**config.mk**
```make
export PLATFORM = sky130hd
export DESIGN_NAME = iomem_table_loader
export DESIGN_NICKNAME = d
export VERILOG_FILES = /design/src/rtl/iomem_table_loader.sv
export SDC_FILE = /design/constraint.sdc
export NUM_CORES = 1
export LEC_CHECK = 0
export ABC_AREA = 1
export BUFFER_PORTS_ARGS = -buffer_cell sky130_fd_sc_hd__buf_2
export CORE_ASPECT_RATIO = 0.75
export CORE_MARGIN = 10
export CORE_UTILIZATION = 51
export CTS_BUF_LIST = sky130_fd_sc_hd__clkbuf_4 sky130_fd_sc_hd__clkbuf_8
export DETAILED_ROUTE_END_ITERATION = 8
export GPL_ROUTABILITY_DRIVEN = 0
export PLACE_DENSITY = 0.76
export SLEW_MARGIN = 20
export SYNTH_ARGS = -nofsm -noshare
export SYNTH_HDL_FRONTEND = slang
export SYNTH_SLANG_ARGS = --single-unit
```
**constraint.sdc**
```tcl
create_clock -name clk -period 5.3 [get_ports clk]
set_input_delay 1.59 -clock clk [delete_from_list [all_inputs] [get_ports clk]]
set_output_delay 1.59 -clock clk [all_outputs]
set_load 0.05 [all_outputs]
```
**src/rtl/iomem_table_loader.sv**
```systemverilog
`default_nettype none
// +---------------------------------------------------------------------------+
// | iomem_table_loader: iomem slave that stages key/action words and commits   |
// | them to TCAM/action tables, with bulk clear, status and done interrupt.    |
// | Revision: 1.0                                                               |
// +---------------------------------------------------------------------------+
module iomem_table_loader #(
    parameter int          KEY_W    = 128,
    parameter int          ENTRIES  = 16,
    parameter int          IDX_W    = $clog2(ENTRIES),
    parameter int          ACTION_W = 64,
    parameter logic [7:0]  BASE_HI  = 8'h04,
    parameter int          KW       = (KEY_W + 31) / 32,
    parameter int          AW       = (ACTION_W + 31) / 32
) (
    input  logic                clk,
    input  logic                resetn,
    input  logic                iomem_valid,
    output logic                iomem_ready,
    input  logic [3:0]          iomem_wstrb,
    input  logic [31:0]         iomem_addr,
    input  logic [31:0]         iomem_wdata,
    output logic [31:0]         iomem_rdata,
    output logic [IDX_W-1:0]    tcam_wr_addr,
    output logic                tcam_wr_is_mask,
    output logic [KEY_W-1:0]    tcam_wr_data,
    output logic                tcam_wr_en,
    output logic                action_wr_en,
    output logic [IDX_W-1:0]    action_wr_addr,
    output logic [ACTION_W-1:0] action_wr_data,
    output logic                action_wr_default,
    output logic [ACTION_W-1:0] action_default_data,
    output logic                irq_done
);

    localparam logic [9:0]          c_KEY_BASE = 10'h040;
    localparam logic [9:0]          c_ACT_BASE = 10'h080;
    localparam logic [9:0]          c_KW       = 10'(KW);
    localparam logic [9:0]          c_AW       = 10'(AW);
    localparam logic [KW*32-1:0]    c_KEY_MASK = {(KW*32){1'b1}} >> (KW*32 - KEY_W);
    localparam logic [AW*32-1:0]    c_ACT_MASK = {(AW*32){1'b1}} >> (AW*32 - ACTION_W);
    localparam logic [IDX_W-1:0]    c_LAST     = IDX_W'(ENTRIES - 1);
    localparam logic [31:0]         c_ENTRIES  = 32'(ENTRIES);

    typedef enum logic [2:0] {
        S_IDLE  = 3'd0,
        S_KEY   = 3'd1,
        S_MASK  = 3'd2,
        S_ACT   = 3'd3,
        S_CLR_A = 3'd4,
        S_CLR_B = 3'd5,
        S_DONE  = 3'd6
    } state_t;

    state_t               state_q, state_d;
    logic [3:0]           ops_q, ops_d;
    logic [IDX_W-1:0]     lidx_q, lidx_d;
    logic [IDX_W-1:0]     cnt_q, cnt_d;
    logic [IDX_W-1:0]     index_q, index_d;
    logic                 err_q, err_d;
    logic [KW*32-1:0]     key_q, key_d;
    logic [AW*32-1:0]     act_q, act_d;
    logic                 ready_q;
    logic [31:0]          rdata_q;

    logic                 tcam_en_q, tcam_mask_q, act_en_q, def_en_q, irq_q;
    logic [IDX_W-1:0]     tcam_addr_q, act_addr_q;
    logic [KEY_W-1:0]     tcam_data_q;
    logic [ACTION_W-1:0]  act_data_q, def_data_q;

    logic                 w_sel, w_acc, w_wr, w_rd, w_busy;
    logic [9:0]           w_word, w_key_k, w_act_k;
    logic                 w_key_hit, w_act_hit;
    logic [4:0]           w_ctrl_bits;
    logic                 w_start, w_ctrl_err;
    logic [31:0]          w_idx_new, w_rd_val;
    logic                 w_unused;

    function automatic logic [31:0] f_merge(input logic [31:0] old_v,
                                            input logic [31:0] new_v,
                                            input logic [3:0]  strb);
        logic [31:0] r;
        for (int b = 0; b < 4; b++) begin
            r[b*8 +: 8] = strb[b] ? new_v[b*8 +: 8] : old_v[b*8 +: 8];
        end
        return r;
    endfunction

    assign w_unused    = ^{iomem_addr[23:12], iomem_addr[1:0]};
    assign w_sel       = (iomem_addr[31:24] == BASE_HI);
    assign w_acc       = iomem_valid && w_sel && !ready_q;
    assign w_wr        = w_acc && (iomem_wstrb != 4'd0);
    assign w_rd        = w_acc && (iomem_wstrb == 4'd0);
    assign w_busy      = (state_q != S_IDLE);
    assign w_word      = iomem_addr[11:2];
    assign w_key_k     = w_word - c_KEY_BASE;
    assign w_act_k     = w_word - c_ACT_BASE;
    assign w_key_hit   = (w_word >= c_KEY_BASE) && (w_key_k < c_KW);
    assign w_act_hit   = (w_word >= c_ACT_BASE) && (w_act_k < c_AW);
    assign w_ctrl_bits = iomem_wstrb[0] ? iomem_wdata[4:0] : 5'd0;
    assign w_start     = w_wr && (w_word == 10'd0) && !w_busy && (w_ctrl_bits != 5'd0);
    assign w_ctrl_err  = w_wr && (w_word == 10'd0) && w_busy;
    assign w_idx_new   = f_merge(32'(index_q), iomem_wdata, iomem_wstrb);

    always_comb begin
        w_rd_val = 32'd0;
        if (w_word == 10'd0) begin
            w_rd_val = {16'(ENTRIES), 14'd0, err_q, w_busy};
        end else if (w_word == 10'd1) begin
            w_rd_val = 32'(index_q);
        end else if (w_key_hit) begin
            for (int k = 0; k < KW; k++) begin
                if (w_key_k == 10'(k)) w_rd_val = key_q[k*32 +: 32];
            end
        end else if (w_act_hit) begin
            for (int k = 0; k < AW; k++) begin
                if (w_act_k == 10'(k)) w_rd_val = act_q[k*32 +: 32];
            end
        end
    end

    // Staging words are stored pre-masked so readback of unused top bits is 0.
    always_comb begin
        key_d = key_q;
        act_d = act_q;
        if (w_wr && w_key_hit) begin
            for (int k = 0; k < KW; k++) begin
                if (w_key_k == 10'(k)) key_d[k*32 +: 32] = f_merge(key_q[k*32 +: 32], iomem_wdata, iomem_wstrb);
            end
        end
        if (w_wr && w_act_hit) begin
            for (int k = 0; k < AW; k++) begin
                if (w_act_k == 10'(k)) act_d[k*32 +: 32] = f_merge(act_q[k*32 +: 32], iomem_wdata, iomem_wstrb);
            end
        end
        key_d = key_d & c_KEY_MASK;
        act_d = act_d & c_ACT_MASK;
    end

    always_comb begin
        index_d = index_q;
        err_d   = err_q;
        if (w_wr && (w_word == 10'd2)) err_d = 1'b0;
        if (w_wr && (w_word == 10'd1)) begin
            if (w_idx_new < c_ENTRIES) index_d = w_idx_new[IDX_W-1:0];
            else                       err_d   = 1'b1;
        end
        if (w_ctrl_err) err_d = 1'b1;
    end

    always_comb begin
        state_d = state_q;
        ops_d   = ops_q;
        lidx_d  = lidx_q;
        cnt_d   = cnt_q;
        case (state_q)
            S_IDLE: begin
                if (w_start) begin
                    ops_d  = w_ctrl_bits[3:0];
                    lidx_d = index_q;
                    cnt_d  = '0;
                    if (w_ctrl_bits[4])      state_d = S_CLR_A;
                    else if (w_ctrl_bits[0]) state_d = S_KEY;
                    else if (w_ctrl_bits[1]) state_d = S_MASK;
                    else                     state_d = S_ACT;
                end
            end
            S_KEY: begin
                if (ops_q[1])             state_d = S_MASK;
                else if (|ops_q[3:2])     state_d = S_ACT;
                else                      state_d = S_DONE;
            end
            S_MASK:  state_d = (|ops_q[3:2]) ? S_ACT : S_DONE;
            S_ACT:   state_d = S_DONE;
            S_CLR_A: state_d = S_CLR_B;
            S_CLR_B: begin
                if (cnt_q == c_LAST) begin
                    state_d = S_DONE;
                end else begin
                    cnt_d   = cnt_q + 1'b1;
                    state_d = S_CLR_A;
                end
            end
            S_DONE:  state_d = S_IDLE;
            default: state_d = S_IDLE;
        endcase
    end

    always_ff @(posedge clk or negedge resetn) begin
        if (!resetn) begin
            state_q <= S_IDLE;
            ops_q   <= '0;
            lidx_q  <= '0;
            cnt_q   <= '0;
            index_q <= '0;
            err_q   <= 1'b0;
            key_q   <= '0;
            act_q   <= '0;
            ready_q <= 1'b0;
            rdata_q <= '0;
        end else begin
            state_q <= state_d;
            ops_q   <= ops_d;
            lidx_q  <= lidx_d;
            cnt_q   <= cnt_d;
            index_q <= index_d;
            err_q   <= err_d;
            key_q   <= key_d;
            act_q   <= act_d;
            ready_q <= w_acc;
            rdata_q <= w_rd ? w_rd_val : 32'd0;
        end
    end

    // Strobes are registered from the current state, so each lands one cycle after its state.
    always_ff @(posedge clk or negedge resetn) begin
        if (!resetn) begin
            tcam_en_q   <= 1'b0;
            tcam_mask_q <= 1'b0;
            tcam_addr_q <= '0;
            tcam_data_q <= '0;
            act_en_q    <= 1'b0;
            act_addr_q  <= '0;
            act_data_q  <= '0;
            def_en_q    <= 1'b0;
            def_data_q  <= '0;
            irq_q       <= 1'b0;
        end else begin
            tcam_en_q <= 1'b0;
            act_en_q  <= 1'b0;
            def_en_q  <= 1'b0;
            irq_q     <= 1'b0;
            case (state_q)
                S_KEY, S_MASK: begin
                    tcam_en_q   <= 1'b1;
                    tcam_mask_q <= (state_q == S_MASK);
                    tcam_addr_q <= lidx_q;
                    tcam_data_q <= key_q[KEY_W-1:0];
                end
                S_ACT: begin
                    if (ops_q[2]) begin
                        act_en_q   <= 1'b1;
                        act_addr_q <= lidx_q;
                        act_data_q <= act_q[ACTION_W-1:0];
                    end
                    if (ops_q[3]) begin
                        def_en_q   <= 1'b1;
                        def_data_q <= act_q[ACTION_W-1:0];
                    end
                end
                S_CLR_A: begin
                    tcam_en_q   <= 1'b1;
                    tcam_mask_q <= 1'b0;
                    tcam_addr_q <= cnt_q;
                    tcam_data_q <= '0;
                    act_en_q    <= 1'b1;
                    act_addr_q  <= cnt_q;
                    act_data_q  <= '0;
                end
                S_CLR_B: begin
                    tcam_en_q   <= 1'b1;
                    tcam_mask_q <= 1'b1;
                    tcam_addr_q <= cnt_q;
                    tcam_data_q <= '0;
                end
                S_DONE:  irq_q <= 1'b1;
                default: ;
            endcase
        end
    end

    assign iomem_ready         = ready_q;
    assign iomem_rdata         = rdata_q;
    assign tcam_wr_en          = tcam_en_q;
    assign tcam_wr_is_mask     = tcam_mask_q;
    assign tcam_wr_addr        = tcam_addr_q;
    assign tcam_wr_data        = tcam_data_q;
    assign action_wr_en        = act_en_q;
    assign action_wr_addr      = act_addr_q;
    assign action_wr_data      = act_data_q;
    assign action_wr_default   = def_en_q;
    assign action_default_data = def_data_q;
    assign irq_done            = irq_q;

endmodule
`default_nettype wire

```
==> results.ini <==
[run_status]
status=complete, no violations

[clocking]
cts-htree-levels=3
root_buffer=clkbuf_8
cts.clk_slew.worst_paths_ns=0.06
clkLatencyLatePin_ns=0.63
cts-resized-gates=0
hold_buffers=0
cts_made_buffers=80
numClockSinks=513
cts_tree=yes
clockBufferDepth=3
cts_setup_buffers=0

[placement]
placed_cells=3369
numPortBuffers=358
dp.final_hpwl_um=49500

[setup_path]
critPathKind=input port to flip-flop
rr_worst_depth=9
critPathMaxFanout=16
worstPathRequired_ns=5.84
worstReg2RegEnd=tcam_wr_data[116]
critPathCaptureType=flip-flop
rrSetupSlack_ns=2.01
critPathLaunchType=input port
cp_data_arrival_time_ns=4.33
worst_r2r_startpoint=state_q[1]

[pwr]
swShare_pct=38.0
power.leakage_nw=13.5
p_per_area_nw_per_um2=430
p_seq_share_pct=40.1
p_int_mw=6.90
vdd_ir_drop_max_mv=0.677
netSwitchingPower_mw=4.24
pwr-share-clk_pct=32.2
p_comb_share_pct=27.7
finalPower_mw=11.1

[die]
dieWidth_um=259
core-area_um2=42100
die_h_um=199
ios=373
start_util_pct=51.7
die-area_um2=51500
row_count=65

[global_routing]
grt_antenna_before_repair=9
grt_max_degree=233
grt_usage_pct=26.0
grt_overflow=0
grt_pass1_vias=18900
grt_first_pass_wirelength_um=105000

[sta]
maxSlewHeadroom_pct=33.1
rsz0062_at_grt=false
holdWs_ns=0.470
fin_crit_ns=3.79
worstMarginPinSlew_ns=1.00
clock_skew_ns=0.0334
setup-violations-final=0
clock.fmax_mhz=264
fin_crit_sh_pct=71.5
finalSetupTns_ns=0
hold_viol=0
drv_slew=0

[synth]
synth_area_um2=21800
ys.flop_type=dfrtp_1
synth-async-reset-ratio_pct=100
postSynthAreaPerCell_um2=8.58
yosysSeqAreaShare_pct=58.9
synth.net_count=2612
yosys_warnings=0
synthCells=2538
synth_edf_count=0
synth-seq-cells=513
synth_cell_types=33

[finish]
instances_no_fill=3518
drive_above_1_share_pct=19.3
layout_commonest_cell=nand2_1
fin_nets=2956
areaGrowthSynthToFinish_pct=18.9
layout_common_cells=587 x nand2_1, 513 x dfrtp_1, 471 x o21ai_0, 357 x buf_2, 337 x inv_1

[hold_path]
holdPathEnd=act_q[57]
hold_start=act_q[57]
hold_path_depth=2
hp-class=flip-flop to flip-flop

[routing]
firstDrtPassIters=6
viasPerCell=5.44
detail_route.wirelength_um=68500
drtAntennaViolNets=0
drtIter0Drc=1739
drc_errors=0
vias=19100
avgRoutedWirePerCell_um=19.5

[flow_run]
maxCapViolations=0

[per-layer routing]
| layer | global-route usage (%) | wire length [um] | up-vias |
|---|---|---|---|
| li1 | - | - | 8865 |
| met1 | 32.6 | 27300 | 9275 |
| met2 | 42.1 | 32700 | 852 |
| met3 | 6.84 | 5930 | 154 |
| met4 | 11.4 | 2530 | 0 |
| met5 | 0 | 0 | - |
[state kept, by name (all words and copies together), names as in the netlist, 32 cells and up]
register and cells:
key_q 128, action_default_data 64, iomem_rdata 32, act_q 64
action_wr_data 64, tcam_wr_data 128
[cell families (layout without fill, tap and decap cells)]
group / count (synthesis) / in the layout / synth area share [%]
muxes: 4 / 4 / 0.207
buffers and inverters: 478 / 880 / 8.34
AOI/OAI and AO/OA: 534 / 534 / 12.8
adders and majority gates: 3 / 3 / 0.172
other: 0 / 9 / 0
and+or+nand+nor: 1006 / 1006 / 19.5
DFF: 513 / 513 / 58.9
[power groups by stage]
stage / Clock (mW) / Combinational, mW / Sequential (mW)
2_1_floorplan: 0 / 1.23 / 5.51
3_3_place_gp: 0 / 3.04 / 4.51
3_5_place_dp: 0 / 3.10 / 4.52
4_1_cts: 3.64 / 3.11 / 4.46
5_1_grt: 3.82 / 3.37 / 4.50
6_report: 3.59 / 3.08 / 4.47
[through the flow]
| stage | utilization, % | area, um^2 | setup WS (ns) |
|---|---|---|---|
| after global routing | 61.5 | 25900 | 1.42 |
| after CTS | 61.4 | 25900 | 1.60 |
| final | 61.5 | 25900 | 1.51 |
| after global placement | 57.3 | 24100 | 0.993 |
| after floorplan | - | 21800 | 1.89 |
| after detailed placement | 57.3 | 24100 | 0.949 |
[area by class of cell]
| class | count | area, um^2 |
|---|---|---|
| clock buffer | 125 | 1570 |
| multi-input combinational | 1547 | 7140 |
| inverter | 347 | 1310 |
| fill | 3657 | 16200 |
| timing repair buffer | 393 | 2150 |
| sequential | 513 | 12800 |
| tap | 569 | 712 |
| clock inverter | 15 | 160 |
| antenna | 9 | 22.5 |
[worst max-delay path by stage]
| stage | cells past startpoint | start | endpoint |
|---|---|---|---|
| 6_report | 11 | iomem_addr[7] | key_q[100] |
| 2_1_floorplan | 12 | iomem_addr[10] | act_q[40] |
| 5_1_grt | 11 | iomem_addr[7] | key_q[103] |
| 3_5_place_dp | 10 | iomem_addr[7] | key_q[103] |
| 4_1_cts | 11 | iomem_addr[7] | key_q[103] |
| 3_3_place_gp | 10 | iomem_addr[7] | key_q[103] |
[critical path: stages]
cell	delay (ns)
buf_2	0.10
nor2_1	0.34
nand3_1	0.20
inv_2	0.30
nand3_4	0.22
nor2_4	0.37
nand2_1	0.35
nor2_1	0.48
buf_4	0.24
nand2_1	0.05
o21ai_0	0.09
[cell usage after synthesis, types with 4 or more instances]
library cell | count | share of area, %
nor3_1 | 5 | 0.11
nand2_2 | 5 | 0.14
nand3_1 | 257 | 5.9
nand4_1 | 20 | 0.57
nor2_2 | 6 | 0.17
dfrtp_1 | 513 | 59
nor2_1 | 114 | 2.0
a31oi_1 | 6 | 0.17
mux2_2 | 4 | 0.21
a21oi_1 | 11 | 0.25
buf_2 | 15 | 0.34
inv_2 | 4 | 0.069
o21ai_0 | 471 | 11
o2111ai_1 | 6 | 0.24
inv_1 | 340 | 5.9
clkbuf_1 | 113 | 1.9
nand2_1 | 587 | 10
o211ai_1 | 28 | 0.97
o22ai_1 | 7 | 0.20
Note: power is estimated with default switching activity, not from simulation.
